--- src/rtl/uart_tx_if.sv ---
// Byte-in / serial-out handshake between the byte producer and the UART transmitter.
// The shared oversampling baud tick travels with the handshake so one bundle carries everything.
interface uart_tx_if;
  logic       i_tick;
  logic       i_tx_start;
  logic [7:0] i_data_byte;
  logic       o_tx_data_output;
  logic       o_busy;
  logic       o_tx_done;

  modport master (
    output i_tick, i_tx_start, i_data_byte,
    input  o_tx_data_output, o_busy, o_tx_done
  );

  modport slave (
    input  i_tick, i_tx_start, i_data_byte,
    output o_tx_data_output, o_busy, o_tx_done
  );
endinterface

--- src/rtl/uart_tx.sv ---
// UART transmitter: 1 start bit, DATA_BITS data bits LSB first, stop period of SB_TICK ticks, no parity.
// Bit timing is driven by an external oversampling tick; every output is registered.
module uart_tx #(
  parameter int DATA_BITS  = 8,
  parameter int OVERSAMPLE = 16,
  parameter int SB_TICK    = 16
) (
  input  logic     i_clock,
  input  logic     i_reset,
  uart_tx_if.slave bus
);

  typedef enum logic [1:0] {IDLE, START, DATA, STOP} state_t;

  localparam logic [5:0] BIT_LAST  = 6'(OVERSAMPLE - 1);
  localparam logic [5:0] STOP_LAST = 6'(SB_TICK - 1);
  localparam logic [2:0] IDX_LAST  = 3'(DATA_BITS - 1);

  state_t               state;
  logic [5:0]           tick_cnt;
  logic [2:0]           bit_idx;
  logic [DATA_BITS-1:0] shreg;
  logic                 tx_line;
  logic                 busy;
  logic                 done;

  // The line register is loaded with the level of the state being entered,
  // so it moves on the same edge as the state and never passes through a stale value.
  always_ff @(posedge i_clock or posedge i_reset) begin
    if (i_reset) begin
      state    <= IDLE;
      tick_cnt <= '0;
      bit_idx  <= '0;
      shreg    <= '0;
      tx_line  <= 1'b1;
      busy     <= 1'b0;
      done     <= 1'b0;
    end else begin
      // NOTE: non-blocking assignments everywhere here, so every branch reads pre-edge values.
      done <= 1'b0;
      case (state)
        IDLE: begin
          if (bus.i_tx_start) begin
            shreg    <= bus.i_data_byte[DATA_BITS-1:0];
            tick_cnt <= '0;
            tx_line  <= 1'b0;
            busy     <= 1'b1;
            state    <= START;
          end
        end

        START: begin
          if (bus.i_tick) begin
            if (tick_cnt == BIT_LAST) begin
              tick_cnt <= '0;
              bit_idx  <= '0;
              tx_line  <= shreg[0];
              state    <= DATA;
            end else begin
              tick_cnt <= tick_cnt + 6'd1;
            end
          end
        end

        DATA: begin
          if (bus.i_tick) begin
            if (tick_cnt == BIT_LAST) begin
              tick_cnt <= '0;
              shreg    <= shreg >> 1;
              if (bit_idx == IDX_LAST) begin
                tx_line <= 1'b1;
                state   <= STOP;
              end else begin
                bit_idx <= bit_idx + 3'd1;
                tx_line <= shreg[1];
              end
            end else begin
              tick_cnt <= tick_cnt + 6'd1;
            end
          end
        end

        STOP: begin
          if (bus.i_tick) begin
            if (tick_cnt == STOP_LAST) begin
              tick_cnt <= '0;
              busy     <= 1'b0;
              done     <= 1'b1;
              state    <= IDLE;
            end else begin
              tick_cnt <= tick_cnt + 6'd1;
            end
          end
        end

        default: begin
          tx_line <= 1'b1;
          busy    <= 1'b0;
          state   <= IDLE;
        end
      endcase
    end
  end

  assign bus.o_tx_data_output = tx_line;
  assign bus.o_busy           = busy;
  assign bus.o_tx_done        = done;

endmodule

--- src/flat_wrapper.sv ---
// flat-port wrapper written by rule: the top's interface ports become plain ports
module uart_tx_flat 
#(
  parameter int DATA_BITS  = 8,
  parameter int OVERSAMPLE = 16,
  parameter int SB_TICK    = 16
)
  (i_clock, i_reset, bus_i_tick, bus_i_tx_start, bus_i_data_byte, bus_o_tx_data_output, bus_o_busy, bus_o_tx_done);
  uart_tx_if bus_i ();
  input  logic i_clock;
  input  logic i_reset;
  input wire logic [$bits(bus_i.i_tick)-1:0] bus_i_tick;
  input wire logic [$bits(bus_i.i_tx_start)-1:0] bus_i_tx_start;
  input wire logic [$bits(bus_i.i_data_byte)-1:0] bus_i_data_byte;
  output wire logic [$bits(bus_i.o_tx_data_output)-1:0] bus_o_tx_data_output;
  output wire logic [$bits(bus_i.o_busy)-1:0] bus_o_busy;
  output wire logic [$bits(bus_i.o_tx_done)-1:0] bus_o_tx_done;
  assign bus_i.i_tick = bus_i_tick;
  assign bus_i.i_tx_start = bus_i_tx_start;
  assign bus_i.i_data_byte = bus_i_data_byte;
  assign bus_o_tx_data_output = bus_i.o_tx_data_output;
  assign bus_o_busy = bus_i.o_busy;
  assign bus_o_tx_done = bus_i.o_tx_done;
  uart_tx #(.DATA_BITS(DATA_BITS), .OVERSAMPLE(OVERSAMPLE), .SB_TICK(SB_TICK)) u_core (.i_clock(i_clock), .i_reset(i_reset), .bus(bus_i));
endmodule
--- config.mk ---
export PLATFORM = sky130hd
export DESIGN_NAME = uart_tx_flat
export DESIGN_NICKNAME = d
export VERILOG_FILES = /design/src/rtl/uart_tx_if.sv /design/src/rtl/uart_tx.sv /design/src/flat_wrapper.sv
export SDC_FILE = /design/constraint.sdc
export NUM_CORES = 1
export LEC_CHECK = 0
export CORE_MARGIN = 1.5
export CORE_UTILIZATION = 59
export CTS_CLUSTER_DIAMETER = 100
export CTS_CLUSTER_SIZE = 30
export DETAILED_ROUTE_END_ITERATION = 10
export PLACE_DENSITY_LB_ADDON = 0.05
export SYNTH_ARGS = -nofsm -noshare
export SYNTH_HDL_FRONTEND = slang
export SYNTH_SLANG_ARGS = --single-unit
--- constraint.sdc ---
create_clock -name i_clock -period 4.2 [get_ports i_clock]
set_input_delay 0.63 -clock i_clock [delete_from_list [all_inputs] [get_ports i_clock]]
set_output_delay 0.63 -clock i_clock [all_outputs]
set_load 0.01 [all_outputs]
==> parameters.txt <==
Parameter                              Value

Logic synthesis
  Seq/Total Area, Yosys ... 42.6%
  Gate count after technology mapping ... 128
  Post-Syn Nets ... 147
  Post-synthesis average cell area ... 10.1 um2
  Seq cells post-synth ... 22
  Post-synthesis instance area ... 0.00130 mm2
  Yosys synthesis warning count ... 0
  Ys flop type ... sky130_fd_sc_hd__dfrtp_1
  Distinct cell type count after synthesis ... 36
  Count of flip-flops with a built-in enable after synthesis ... 0
  Share of flip-flops with an asynchronous set or reset ... 100%

GRT
  Overflow after GRT ... 0
  Largest net degree at the start of global routing ... 26
  Vias in the first global route ... 984
  Total GRT Usage ... 22.6%
  Number of antenna violations at the first check in global routing ... 0
  Wire length of the first global-routing pass ... 4320 um

CTS
  Number of clock buffers inserted by TritonCTS ... 3
  Source-to-sink clock delay at the later pin of the worst-skew pair ... 300 ps
  Number of instances resized during post-cts repair ... 0
  Depth of the CTS H-tree ... 1
  Cts hold-fix bufs ... 0
  Sinks on the clock net ... 22
  Clk slew on worst S/H paths ... 120 ps
  Post-CTS Repair Setup Buffers ... 0
  TritonCTS clock tree ... done
  Deepest clock path buffer count ... 2
  CTS Root Buffer Type ... sky130_fd_sc_hd__clkbuf_4

Route
  Detailed router's first-iteration violation count ... 10
  Mean routed wirelength per cell ... 14.5 um
  Vias ... 972
  First-pass iteration count of the detailed router ... 4
  Number of routed nets with antenna violations ... 0
  Total wire length after detailed routing ... 2420 um
  DR vias/cell ... 5.82
  Post-route DRC ... 0

Timing
  Share of the clock period used by the worst path ... 53.6%
  Setup clock skew after layout ... 6.28 ps
  Final-layout setup total negative slack ... 0 ps
  Final critical-path setup slack ... 1950 ps
  Normalized max-slew margin ... 45.9%
  Count of endpoints failing setup in the final report ... 0
  Unrepaired setup endpoints after global routing ... false
  Maximum clock frequency ... 0.444 GHz
  Transition time at the pin with the least slew margin ... 811 ps
  Final Max Tran Viols ... 0
  Worst hold slack ... 529 ps
  Min Clock Period, post-route ... 2250 ps
  Final-report hold violation count ... 0

Place
  Worst setup slack before clock tree synthesis ... 1680 ps
  Final Wtd Congestion ... 0.770
  Input/output buffers ... 14
  Final HPWL from detailed placement ... 1820 um

Worst setup path
  Crit path kind ... input pin to flip-flop
  Required time of the critical path ... 4400 ps
  Largest stage delay on the critical path ... 720 ps
  Slack of the worst reg-to-reg path ... 1980 ps
  Critical Path Slowest Stage Cell ... sky130_fd_sc_hd__clkdlybuf4s50_1
  Worst path cell trace ... clkdlybuf4s50_1 -> nand4_1 -> nor3_1 -> o21ai_0 -> a22o_1
  Crit path DAT ... 2450 ps
  Maximum fanout count along the critical path ... 12
  Sort of element at the end of the critical path ... flip-flop
  Startpoint class of the critical path ... input pin

Floorplanning
  Number of rows in the core area ... 16
  Horiz. Die Dim ... 49.9 um
  Die height ... 49.9 um
  I/O pins ... 15
  Effective utilization at floorplan ... 64.1%
  Core area ... 0.00202 mm2
  DIE AREA ... 0.00249 mm2

Power
  Max IR drop VDD ... 463 uV
  PwrDens ... 591 mW/mm2
  Leakage power of the design ... 0.632 nW

Final layout
  Area added between synthesis and finish ... 12.7%
  Number of nets in the final layout ... 160
  Diodes inserted ... 0
  Fraction of final layout cells sized beyond drive strength 1 ... 8.57%

Run
  Max-cap violations ... 0

Run status
  Status ... complete, no violations

Min path
  Worst hold path class ... flip-flop to flip-flop
state kept, by name (all words and copies together), names as in the netlist:
signal,cells
u_core.state,2
u_core.bus.o_tx_done,1
u_core.bus.o_busy,1
u_core.tick_cnt,6
u_core.shreg,8
u_core.bus.o_tx_data_output,1
u_core.bit_idx,3
per-stage QoR:
| step | power, mW | instance area (um2) | util [%] | instances |
|---|---|---|---|---|
| floorplan | 0.683 | 1300 | - | 128 |
| global placement | 0.762 | 1440 | 71.0 | 163 |
| detailed placement | 0.772 | 1440 | 71.0 | 163 |
| CTS | 0.872 | 1460 | 72.3 | 167 |
| global route | 0.934 | 1460 | 72.3 | 167 |
| finish | 0.864 | 1460 | 72.3 | 167 |
final timing paths:
path | from | endpoint | cells after the start
worst max register to register | u_core.state[0] | u_core.shreg[1] | 6
min in group asynchronous | i_reset | u_core.shreg[4] | 2
max in group asynchronous | i_reset | u_core.shreg[1] | 2
worst min-delay path | u_core.shreg[2] | u_core.shreg[2] | 1
worst max-delay path | bus_i_tick | u_core.bit_idx[2] | 5
worst min register to register | u_core.shreg[2] | u_core.shreg[2] | 1
cell families (layout without fill, tap and decap cells):
kind of cell / Yosys count / after routing / synth area share [%]
XOR/XNOR: 2 / 2 / 1.35
adder cells (fa/ha/maj): 7 / 7 / 6.76
AND/OR/NAND/NOR: 42 / 42 / 16.7
AO/OA/AOI/OAI: 32 / 32 / 19.2
flip-flops: 22 / 22 / 42.6
buffers and inverters: 13 / 25 / 4.73
multiplexers: 10 / 10 / 8.69
Yosys cell counts, drive strengths merged, types with 2 or more instances:
master	n	area share, %
o22a	5	3.4
and2	2	1.2
nand4	5	2.4
buf	3	1.8
nor2	8	2.3
nor2b	2	0.97
nand2b	3	1.4
xnor2	2	1.4
nand3	3	1.5
mux2	4	4.1
clkbuf	3	0.87
inv	7	2.0
dfrtp	21	41
o31ai	2	1.2
a22o	5	3.4
o21ai	8	3.1
nor3	3	1.2
nand2	13	3.8
mux2i	6	4.6
a21oi	3	1.2
ha	7	6.8
a221o	4	3.1
power by group:
group | leakage (nW) | total (mW) | switching (mW) | internal [mW]
Clock | 0.0150 | 0.0958 | 0.0588 | 0.0369
Combinational | 0.345 | 0.433 | 0.222 | 0.211
Sequential | 0.272 | 0.335 | 0.0528 | 0.283
cells in the final DEF (no fill, tap or decap), types with 2 or more instances in the layout:
master / Yosys / layout
sky130_fd_sc_hd__clkdlybuf4s50_1: 0 / 14
sky130_fd_sc_hd__nand4_1: 5 / 5
sky130_fd_sc_hd__dfrtp_1: 21 / 21
sky130_fd_sc_hd__inv_1: 7 / 7
sky130_fd_sc_hd__nor2_1: 8 / 8
sky130_fd_sc_hd__clkbuf_4: 0 / 3
sky130_fd_sc_hd__nand2b_1: 3 / 3
sky130_fd_sc_hd__a221o_1: 4 / 4
sky130_fd_sc_hd__mux2_2: 2 / 2
sky130_fd_sc_hd__ha_1: 7 / 7
sky130_fd_sc_hd__xnor2_1: 2 / 2
sky130_fd_sc_hd__nor3_1: 3 / 3
sky130_fd_sc_hd__a22o_1: 5 / 5
sky130_fd_sc_hd__mux2i_1: 6 / 6
sky130_fd_sc_hd__mux2_4: 2 / 2
sky130_fd_sc_hd__o31ai_1: 2 / 2
sky130_fd_sc_hd__o22a_1: 5 / 5
sky130_fd_sc_hd__a21oi_1: 3 / 3
sky130_fd_sc_hd__nand3_1: 2 / 2
sky130_fd_sc_hd__o21ai_0: 8 / 8
sky130_fd_sc_hd__nor2b_1: 2 / 2
sky130_fd_sc_hd__nand2_1: 13 / 13
worst max-delay path, delay by kind of cell:
kind | cells | cell delay, ps
simple gates | 2 | 520
compound gates | 2 | 570
buf+inv | 1 | 720
layout make-up:
type                            count  area, um2
Clock buffer                        4       26.3
Fill cell                         142        561
Inverter                            7       26.3
Multi-Input combinational cell     93        683
Sequential cell                    22        552
Tap cell                           27       33.8
Timing Repair Buffer               14        140
per-layer routing:
| layer | wire length, um | track usage, % |
|---|---|---|
| met2 | 1240 | 39.1 |
| met4 | 13 | 8.33 |
| met3 | 57 | 2.73 |
| met5 | 0 | 0 |
| met1 | 1110 | 28.7 |
Note: power is estimated with default switching activity, not from simulation.
